$ cat src/rtl/calc_pkg.sv
// Shared constants and types for the calculator's BCD conversion scheduler.
package calc_pkg;

   localparam int unsigned BIN_W   = 14;
   localparam int unsigned NDIG    = 4;
   localparam int unsigned MAX_VAL = 9999;

   // Scratch carries one spare digit so any 14-bit value (up to 16383) converts losslessly.
   localparam int unsigned SCR_DIG = NDIG + 1;
   localparam int unsigned CNT_W   = $clog2(BIN_W + 1);

   localparam logic [BIN_W-1:0] MAX_BIN = BIN_W'(MAX_VAL);

   typedef enum logic [1:0] {
      IDLE  = 2'd0,
      SHIFT = 2'd1,
      DONE  = 2'd2
   } state_t;

   localparam logic [1:0] SRC_NONE = 2'd0;
   localparam logic [1:0] SRC_SUB  = 2'd1;
   localparam logic [1:0] SRC_ADD  = 2'd2;
   localparam logic [1:0] SRC_MUL  = 2'd3;

   localparam int unsigned GNT_SUB = 0;
   localparam int unsigned GNT_ADD = 1;
   localparam int unsigned GNT_MUL = 2;

endpackage

$ cat src/rtl/bcd_conv_sched_if.sv
// Request/result bundle between the result sources, the converter and the display driver.
interface bcd_conv_sched_if;
   import calc_pkg::*;

   logic             req_sub;
   logic             req_add;
   logic             req_mul;
   logic [BIN_W-1:0] sub_val;
   logic [BIN_W-1:0] add_val;
   logic [BIN_W-1:0] mul_val;
   logic [2:0]       grant;
   logic             busy;
   logic             done;
   logic [3:0]       digit3;
   logic [3:0]       digit2;
   logic [3:0]       digit1;
   logic [3:0]       digit0;
   logic             ovf;
   logic [1:0]       src;

   modport master (
      output req_sub, req_add, req_mul, sub_val, add_val, mul_val,
      input  grant, busy, done, digit3, digit2, digit1, digit0, ovf, src
   );

   modport slave (
      input  req_sub, req_add, req_mul, sub_val, add_val, mul_val,
      output grant, busy, done, digit3, digit2, digit1, digit0, ovf, src
   );

endinterface

$ cat src/rtl/bcd_dd_step.sv
// One double-dabble iteration: add 3 to every digit >= 5, then shift {scratch, bin} left by one.
module bcd_dd_step #(
   parameter int unsigned NDIG_S = 5,
   parameter int unsigned BIN_S  = 14
) (
   input  logic [4*NDIG_S-1:0] i_scr,
   input  logic [BIN_S-1:0]    i_bin,
   output logic [4*NDIG_S-1:0] o_scr,
   output logic [BIN_S-1:0]    o_bin
);

   logic [4*NDIG_S-1:0] w_adj;

   // Per-digit add-3 correction ahead of the shift.
   always_comb begin
      w_adj = '0;
      for (int i = 0; i < int'(NDIG_S); i++) begin
         if (i_scr[4*i +: 4] >= 4'd5) begin
            w_adj[4*i +: 4] = i_scr[4*i +: 4] + 4'd3;
         end else begin
            w_adj[4*i +: 4] = i_scr[4*i +: 4];
         end
      end
   end

   assign {o_scr, o_bin} = {w_adj[4*NDIG_S-2:0], i_bin, 1'b0};

endmodule

$ cat src/rtl/bcd_conv_sched.sv
// Shares one bit-serial binary-to-BCD converter between the sub, add and mul results.
// Fixed priority sub > add > mul matches the display mux precedence.
module bcd_conv_sched
   import calc_pkg::*;
(
   input  logic               clk,
   input  logic               rst,
   bcd_conv_sched_if.slave    io_bus
);

   state_t                 r_state;
   logic [BIN_W-1:0]       r_bin;
   logic [4*SCR_DIG-1:0]   r_scr;
   logic [CNT_W-1:0]       r_cnt;
   logic                   r_ovf_pend;
   logic [1:0]             r_src_pend;
   logic [2:0]             r_grant;
   logic                   r_busy;
   logic                   r_done;
   logic [4*NDIG-1:0]      r_digits;
   logic                   r_ovf;
   logic [1:0]             r_src;

   logic                   w_any_req;
   logic [BIN_W-1:0]       w_win_val;
   logic [2:0]             w_win_gnt;
   logic [1:0]             w_win_src;
   logic [4*SCR_DIG-1:0]   w_scr_nxt;
   logic [BIN_W-1:0]       w_bin_nxt;

   // Fixed-priority winner selection among pending requests.
   always_comb begin
      w_any_req = io_bus.req_sub | io_bus.req_add | io_bus.req_mul;
      w_win_val = '0;
      w_win_gnt = '0;
      w_win_src = SRC_NONE;
      if (io_bus.req_sub) begin
         w_win_val          = io_bus.sub_val;
         w_win_gnt[GNT_SUB] = 1'b1;
         w_win_src          = SRC_SUB;
      end else if (io_bus.req_add) begin
         w_win_val          = io_bus.add_val;
         w_win_gnt[GNT_ADD] = 1'b1;
         w_win_src          = SRC_ADD;
      end else if (io_bus.req_mul) begin
         w_win_val          = io_bus.mul_val;
         w_win_gnt[GNT_MUL] = 1'b1;
         w_win_src          = SRC_MUL;
      end
   end

   bcd_dd_step #(
      .NDIG_S (SCR_DIG),
      .BIN_S  (BIN_W)
   ) u_step (
      .i_scr (r_scr),
      .i_bin (r_bin),
      .o_scr (w_scr_nxt),
      .o_bin (w_bin_nxt)
   );

   // Scheduler FSM: capture, BIN_W shift iterations, then publish the result.
   always_ff @(posedge clk) begin
      if (rst) begin
         r_state    <= IDLE;
         r_bin      <= '0;
         r_scr      <= '0;
         r_cnt      <= '0;
         r_ovf_pend <= 1'b0;
         r_src_pend <= SRC_NONE;
         r_grant    <= '0;
         r_busy     <= 1'b0;
         r_done     <= 1'b0;
         r_digits   <= '0;
         r_ovf      <= 1'b0;
         r_src      <= SRC_NONE;
      end else begin
         r_grant <= '0;
         r_done  <= 1'b0;
         unique case (r_state)
            IDLE: begin
               if (w_any_req) begin
                  r_bin      <= w_win_val;
                  r_scr      <= '0;
                  r_cnt      <= '0;
                  r_ovf_pend <= (w_win_val > MAX_BIN);
                  r_src_pend <= w_win_src;
                  r_grant    <= w_win_gnt;
                  r_busy     <= 1'b1;
                  r_state    <= SHIFT;
               end
            end
            SHIFT: begin
               r_scr <= w_scr_nxt;
               r_bin <= w_bin_nxt;
               r_cnt <= r_cnt + 1'b1;
               if (r_cnt == CNT_W'(BIN_W - 1)) begin
                  r_state <= DONE;
               end
            end
            DONE: begin
               // Values above MAX_VAL saturate the display to all nines.
               r_digits <= r_ovf_pend ? {NDIG{4'd9}} : r_scr[4*NDIG-1:0];
               r_ovf    <= r_ovf_pend;
               r_src    <= r_src_pend;
               r_done   <= 1'b1;
               r_busy   <= 1'b0;
               r_state  <= IDLE;
            end
            default: begin
               r_state <= IDLE;
               r_busy  <= 1'b0;
            end
         endcase
      end
   end

   assign io_bus.grant  = r_grant;
   assign io_bus.busy   = r_busy;
   assign io_bus.done   = r_done;
   assign io_bus.digit3 = r_digits[15:12];
   assign io_bus.digit2 = r_digits[11:8];
   assign io_bus.digit1 = r_digits[7:4];
   assign io_bus.digit0 = r_digits[3:0];
   assign io_bus.ovf    = r_ovf;
   assign io_bus.src    = r_src;

endmodule

$ cat src/flat_wrapper.sv
// flat-port wrapper written by rule: the top's interface ports become plain ports
module bcd_conv_sched_flat import calc_pkg::*;
  (clk, rst, io_bus_req_sub, io_bus_req_add, io_bus_req_mul, io_bus_sub_val, io_bus_add_val, io_bus_mul_val, io_bus_grant, io_bus_busy, io_bus_done, io_bus_digit3, io_bus_digit2, io_bus_digit1, io_bus_digit0, io_bus_ovf, io_bus_src);
  bcd_conv_sched_if io_bus_i ();
  input  logic clk;
  input  logic rst;
  input wire logic [$bits(io_bus_i.req_sub)-1:0] io_bus_req_sub;
  input wire logic [$bits(io_bus_i.req_add)-1:0] io_bus_req_add;
  input wire logic [$bits(io_bus_i.req_mul)-1:0] io_bus_req_mul;
  input wire logic [$bits(io_bus_i.sub_val)-1:0] io_bus_sub_val;
  input wire logic [$bits(io_bus_i.add_val)-1:0] io_bus_add_val;
  input wire logic [$bits(io_bus_i.mul_val)-1:0] io_bus_mul_val;
  output wire logic [$bits(io_bus_i.grant)-1:0] io_bus_grant;
  output wire logic [$bits(io_bus_i.busy)-1:0] io_bus_busy;
  output wire logic [$bits(io_bus_i.done)-1:0] io_bus_done;
  output wire logic [$bits(io_bus_i.digit3)-1:0] io_bus_digit3;
  output wire logic [$bits(io_bus_i.digit2)-1:0] io_bus_digit2;
  output wire logic [$bits(io_bus_i.digit1)-1:0] io_bus_digit1;
  output wire logic [$bits(io_bus_i.digit0)-1:0] io_bus_digit0;
  output wire logic [$bits(io_bus_i.ovf)-1:0] io_bus_ovf;
  output wire logic [$bits(io_bus_i.src)-1:0] io_bus_src;
  assign io_bus_i.req_sub = io_bus_req_sub;
  assign io_bus_i.req_add = io_bus_req_add;
  assign io_bus_i.req_mul = io_bus_req_mul;
  assign io_bus_i.sub_val = io_bus_sub_val;
  assign io_bus_i.add_val = io_bus_add_val;
  assign io_bus_i.mul_val = io_bus_mul_val;
  assign io_bus_grant = io_bus_i.grant;
  assign io_bus_busy = io_bus_i.busy;
  assign io_bus_done = io_bus_i.done;
  assign io_bus_digit3 = io_bus_i.digit3;
  assign io_bus_digit2 = io_bus_i.digit2;
  assign io_bus_digit1 = io_bus_i.digit1;
  assign io_bus_digit0 = io_bus_i.digit0;
  assign io_bus_ovf = io_bus_i.ovf;
  assign io_bus_src = io_bus_i.src;
  bcd_conv_sched u_core (.clk(clk), .rst(rst), .io_bus(io_bus_i));
endmodule
$ cat config.mk
export PLATFORM = sky130hd
export DESIGN_NAME = bcd_conv_sched_flat
export DESIGN_NICKNAME = d
export VERILOG_FILES = /design/src/rtl/calc_pkg.sv /design/src/rtl/bcd_conv_sched_if.sv /design/src/rtl/bcd_dd_step.sv /design/src/rtl/bcd_conv_sched.sv /design/src/flat_wrapper.sv
export SDC_FILE = /design/constraint.sdc
export NUM_CORES = 1
export LEC_CHECK = 0
export BUFFER_PORTS_ARGS = -buffer_cell sky130_fd_sc_hd__clkbuf_2
export CORE_AREA = 2 2 82 84
export CTS_CLUSTER_SIZE = 16
export DETAILED_ROUTE_END_ITERATION = 8
export DIE_AREA = 0 0 84 86
export PLACE_DENSITY = 0.79
export SETUP_SLACK_MARGIN = 0.05
export SKIP_CTS_REPAIR_TIMING = 1
export SYNTH_ARGS = -nofsm -noshare
export SYNTH_HDL_FRONTEND = slang
export SYNTH_HIERARCHICAL = 1
export SYNTH_SLANG_ARGS = --single-unit
$ cat constraint.sdc
create_clock -name clk -period 1.55 [get_ports clk]
set_input_delay 0.155 -clock clk [delete_from_list [all_inputs] [get_ports clk]]
set_output_delay 0.155 -clock clk [all_outputs]
set_load 0.01 [all_outputs]
# After elaboration in Yosys (flattened, before gate mapping)
# Cells that the tools add are included.
word_totals:
  register_bits: 67
classes:
  mux: 27
  reduce_logical: 9
  eq_ne: 5
  n_bitwise: 5
  order_cmp: 6
  addsub: 6
ops:
  columns: ["operator", "count"]
  rows:
  - ["2-to-1 mux 14 bit", 4]
  - ["case mux 20 bit (2 select lines)", 1]
  - ["case mux 14 bit (2 select lines)", 1]
  - [">= comparator 4 x 3 -> 1 bit (second input constant)", 5]
  - ["2-to-1 mux 20 bit", 1]
  - ["2-to-1 mux 4 bit", 5]
  - ["adder 4 x 2 -> 4 bit (second input constant)", 4]
  - ["2-to-1 mux 16 bit", 1]
  - ["> comparator 14 bit (second input constant)", 1]
  - ["2-to-1 mux 2 bit", 5]
  - ["case mux 4 bit (2 select lines)", 1]
  - ["AND reduction 2 bit", 4]
  - ["2-to-1 mux 1 bit", 5]
  - ["OR reduction 5 bit", 1]
  - ["adder 4 x 1 -> 4 bit (second input constant)", 1]
  - ["== test 4 bit (second input constant)", 1]
  - ["!= test 2 x 1 -> 1 bit (second input constant)", 2]
  - ["case mux 2 bit (2 select lines)", 1]
  - ["OR reduction 4 bit", 1]
  - ["adder 3 x 2 -> 3 bit (second input constant)", 1]
  - ["2-to-1 mux 3 bit", 1]
  - ["inverter 1 bit", 3]
  - ["OR reduction 3 bit", 1]
  - ["== test 2 x 1 -> 1 bit (second input constant)", 1]
  - ["other kinds (5)", 6]

# Logic depth before layout (Yosys ltp)
logic_depth:
  ltp_word: 5
  mapped_depth: 8

# By module
# The synthesis kept the hierarchy.
by_module_without_submodules:
  columns: ["module", "area_each_um2", "cells_each", "n_inst", "seq_area_each_um2"]
  rows:
  - ["bcd_conv_sched", 2811.4, 323, 1, 1341.3]
  - ["bcd_dd_step", 603.1, 92, 1, 0.0]

# Worst setup path after synthesis
# Ideal clock, no wire load.
synth_timing:
  path_type: "reg2reg"
  start: "register u_core.r_state[1]"
  end: "register u_core.r_bin[10]"
  t_required_ps: 1422
  arrival_ps: 1296
  setup_slack_ps: 126
  path_stages_with_launch: 8
  path_cell_list: "dfxtp_1 -> nor2_2 -> o21a_1 -> buf_6 -> nor2_4 -> buf_4 -> a221oi_1 -> nor2_1"
synth_via:
  elab_chain_cells: 3
synth_lines:
  columns: ["element", "line", "text"]
  rows:
  - ["start: declaration", "bcd_conv_sched.sv:11", "state_t r_state;"]
  - ["start signal: assignment", "bcd_conv_sched.sv:65", "r_state <= IDLE;"]
  - ["start signal: assignment", "bcd_conv_sched.sv:90", "r_state <= SHIFT;"]
  - ["start signal: assignment", "bcd_conv_sched.sv:98", "r_state <= DONE;"]
  - ["logical NOT 2 bit or == test 2 x 1 -> 1 bit (tied branches)", "bcd_conv_sched.sv:80", "unique case (r_state)"]
  - ["!= test 2 x 1 -> 1 bit (no line) or nonzero test 2 bit (tied branches)", null, null]
  - ["AND reduction 2 bit (no line)", null, null]
  - ["end signal: assignment", "bcd_conv_sched.sv:83", "r_bin <= w_win_val;"]
  - ["end signal: assignment", "bcd_conv_sched.sv:95", "r_bin <= w_bin_nxt;"]
  - ["end: declaration", "bcd_conv_sched.sv:12", "logic [BIN_W-1:0] r_bin;"]
# Parallel ways exist; a longest one is shown, timed or not.
# A chain may end at the register's enable or synchronous reset.

# Worst setup path in the final report
layout_timing:
  start: "register u_core.r_scr[5]"
  end: "register u_core.r_scr[6]"
layout_via:
  elab_chain_cells: 3
layout_lines:
  columns: ["element", "line", "text"]
  rows:
  - ["start: declaration", "bcd_conv_sched.sv:13", "logic [4*SCR_DIG-1:0] r_scr;"]
  - ["start signal: assignment", "bcd_conv_sched.sv:94", "r_scr <= w_scr_nxt;"]
  - ["adder 4 x 2 -> 4 bit or >= comparator 4 x 3 -> 1 bit (tied branches)", "bcd_dd_step.sv:19, bcd_dd_step.sv:18", null]
  - ["2-to-1 mux 4 bit *", "bcd_dd_step.sv:18", "if (i_scr[4*i +: 4] >= 4'd5) begin"]
  - ["net u_core.w_scr_nxt[6]", "bcd_conv_sched.sv:28", "logic [4*SCR_DIG-1:0] w_scr_nxt;"]
  - ["case mux 20 bit (2 select lines) *", "bcd_conv_sched.sv:80", null]
# Mark *: on every way through the listed nets, which the timed path passes. The rest lies on a longest branch.

==> results.cfg <==
[setup_path]
crit_path_cell_trace = inv_1 > ha_1 > nand2b_1 > a21oi_2 > mux2i_1 > nand2_1 > a21oi_1
critPathMaxStageDelay_ps = 360
crit_slowest_cell = dfxtp_2
cp.depth = 7
r2r_setup_slack_ps = 130
r2r_start = u_core/r_scr[5]
worstSetupPathType = flop to flop
crit_fanout = 4
cp-start-kind = flop
end_kind = flop
rr_endpoint = u_core/r_scr[6]
crit_buf_inv = 1
cp_top_family = flip-flops
critPathRequiredTime_ps = 1830
arrival_ps = 1700
ff2ff_path_depth = 7

[clocking]
clockRootBuffer = clkbuf_8
cts_tree = done
clk_path_buf_depth = 2
clk_pin_slew_ps = 70
cts-buffers-inserted = 9
htree_levels = 3
clkLatencyLatePin_ps = 340
cts.sinks = 63

[floorplanning]
die-area_sq_mm = 0.00722
die_h_um = 86
core-area_sq_mm = 0.00628
fp-row-count = 29
dieWidth_um = 84
ios = 71
start_util_pct = 50.9

[sta]
skew_ps = 5.46
setup_slack_ps = 129
finalHoldViolCount = 0
holdWs_ps = 177
fin_crit_ps = 1420
fmax_ghz = 0.704
timing.final.crit_share_pct = 91.7
drv_slew = 0
rsz0062_at_grt = true
setup-violations-final = 0
finalSetupTns_ps = 0

[place]
portBuffers = 70
dp_hpwl_um = 5290
gp_congestion = 0.840
place_inst = 520
place_ws_ps = -12.4

[run]
drv_cap = 0

[min_path]
hp-start = io_bus_sub_val[5]
min_path_cells = 4
hold_class = input port to flop
holdPathEnd = u_core/r_bin[5]

[status]
status = completed

[logic_synthesis]
synth_area_per_cell_sq_um = 8.18
synth_area_sq_mm = 0.00320
syn-instance-count = 391
ys_warn_count = 6
syn-num-nets = 448

[grt]
grt_util_all_layers_pct = 21.8
grt_first_pass_wirelength_um = 12600
grt_overflow = 0
grt_max_degree = 23
grt_pass1_vias = 2837
grt_antenna_before_repair = 0

[finish]
nFillCells = 540
antennaDiodeCount = 0
nets = 511
seq_area_sq_mm = 0.00127
area_growth_pct = 18.7
drive_above_1_share_pct = 27.9
fin_cells = 536
multi_input_area_sq_mm = 0.00164
layout_commonest_cell = clkbuf_2
final_cell_mix = clkbuf_2 (70), dfxtp_1 (59), nand2_1 (48)

[drt]
wl_per_cell_um = 13.6
vias = 2932
via_per_inst = 5.47
dr.pass1.iters = 4
drt-total-wl_um = 7280
drt_iter0_markers = 147
drc = 0
detail-route-antenna-nets = 0

[pwr]
peakVddDrop_v = 0.000563
power_mw = 3.59
power_leakage_nw = 1.61
power_density_mw_per_mm2 = 945
routing by layer:
metal	global-route usage (%)	wire, um	part of all wire (%)	up-vias
met5	0	0	0	-
met4	11.0	201	2.8	0
met3	4.43	285	3.9	22
met2	38.9	3780	52	60
met1	24.8	3020	41	1372
li1	-	-	-	1478
report_power, final:
group          leakage [nW]  total (mW)  switching [mW]  internal (mW)
Sequential            0.515        1.72          0.0398           1.68
Clock                 0.100        1.40           0.617          0.779
Combinational         0.992       0.474           0.260          0.215
Total                  1.61        3.59           0.917           2.67
through the flow:
stage / instance area [sq um] / utilization, %
global route: 3800 / 60.5
detailed placement: 3580 / 57.1
floorplan: 3200 / -
global placement: 3580 / 57.1
finish: 3800 / 60.5
CTS: 3770 / 60.1
flip-flops by register name, summed over array words and instances (netlist names):
name and flops:
u_core/r_digits 16, u_core/r_scr 16, u_core/r_bin 14, u_core/r_cnt 4, u_core/io_bus.grant 3, u_core/io_bus.src 2
u_core/r_src_pend 2, u_core/r_state 2, u_core/io_bus.busy 1, u_core/io_bus.done 1, u_core/io_bus.ovf 1, u_core/r_ovf_pend 1
worst max path at each step:
stage / start / endpoint / slack (ps)
6_report: u_core/r_scr[5] / u_core/r_scr[6] / 130
3_3_place_gp: io_bus_req_add / u_core/r_ovf_pend / 30
3_5_place_dp: io_bus_req_add / u_core/r_bin[2] / -10
2_1_floorplan: u_core/r_state[1] / u_core/r_bin[10] / 130
5_1_grt: u_core/r_scr[9] / u_core/r_scr[10] / 7
4_1_cts: u_core/r_scr[1] / u_core/r_scr[2] / 70
cell type report:
cell class | instances | area share (%)
clock buffers | 12 | 3.82
clock inverters | 4 | 1.19
flip-flops and latches | 63 | 33.3
well taps | 77 | 2.54
inverters | 13 | 1.29
multi-input cells | 271 | 43.1
repair buffers | 96 | 14.7
tightest hold or removal path, stage by stage:
cell       delay, ps
clkbuf_2          80
a2bb2oi_1        120
nand2_1           60
a21oi_1           60
Power figures use the tool's default switching activity.
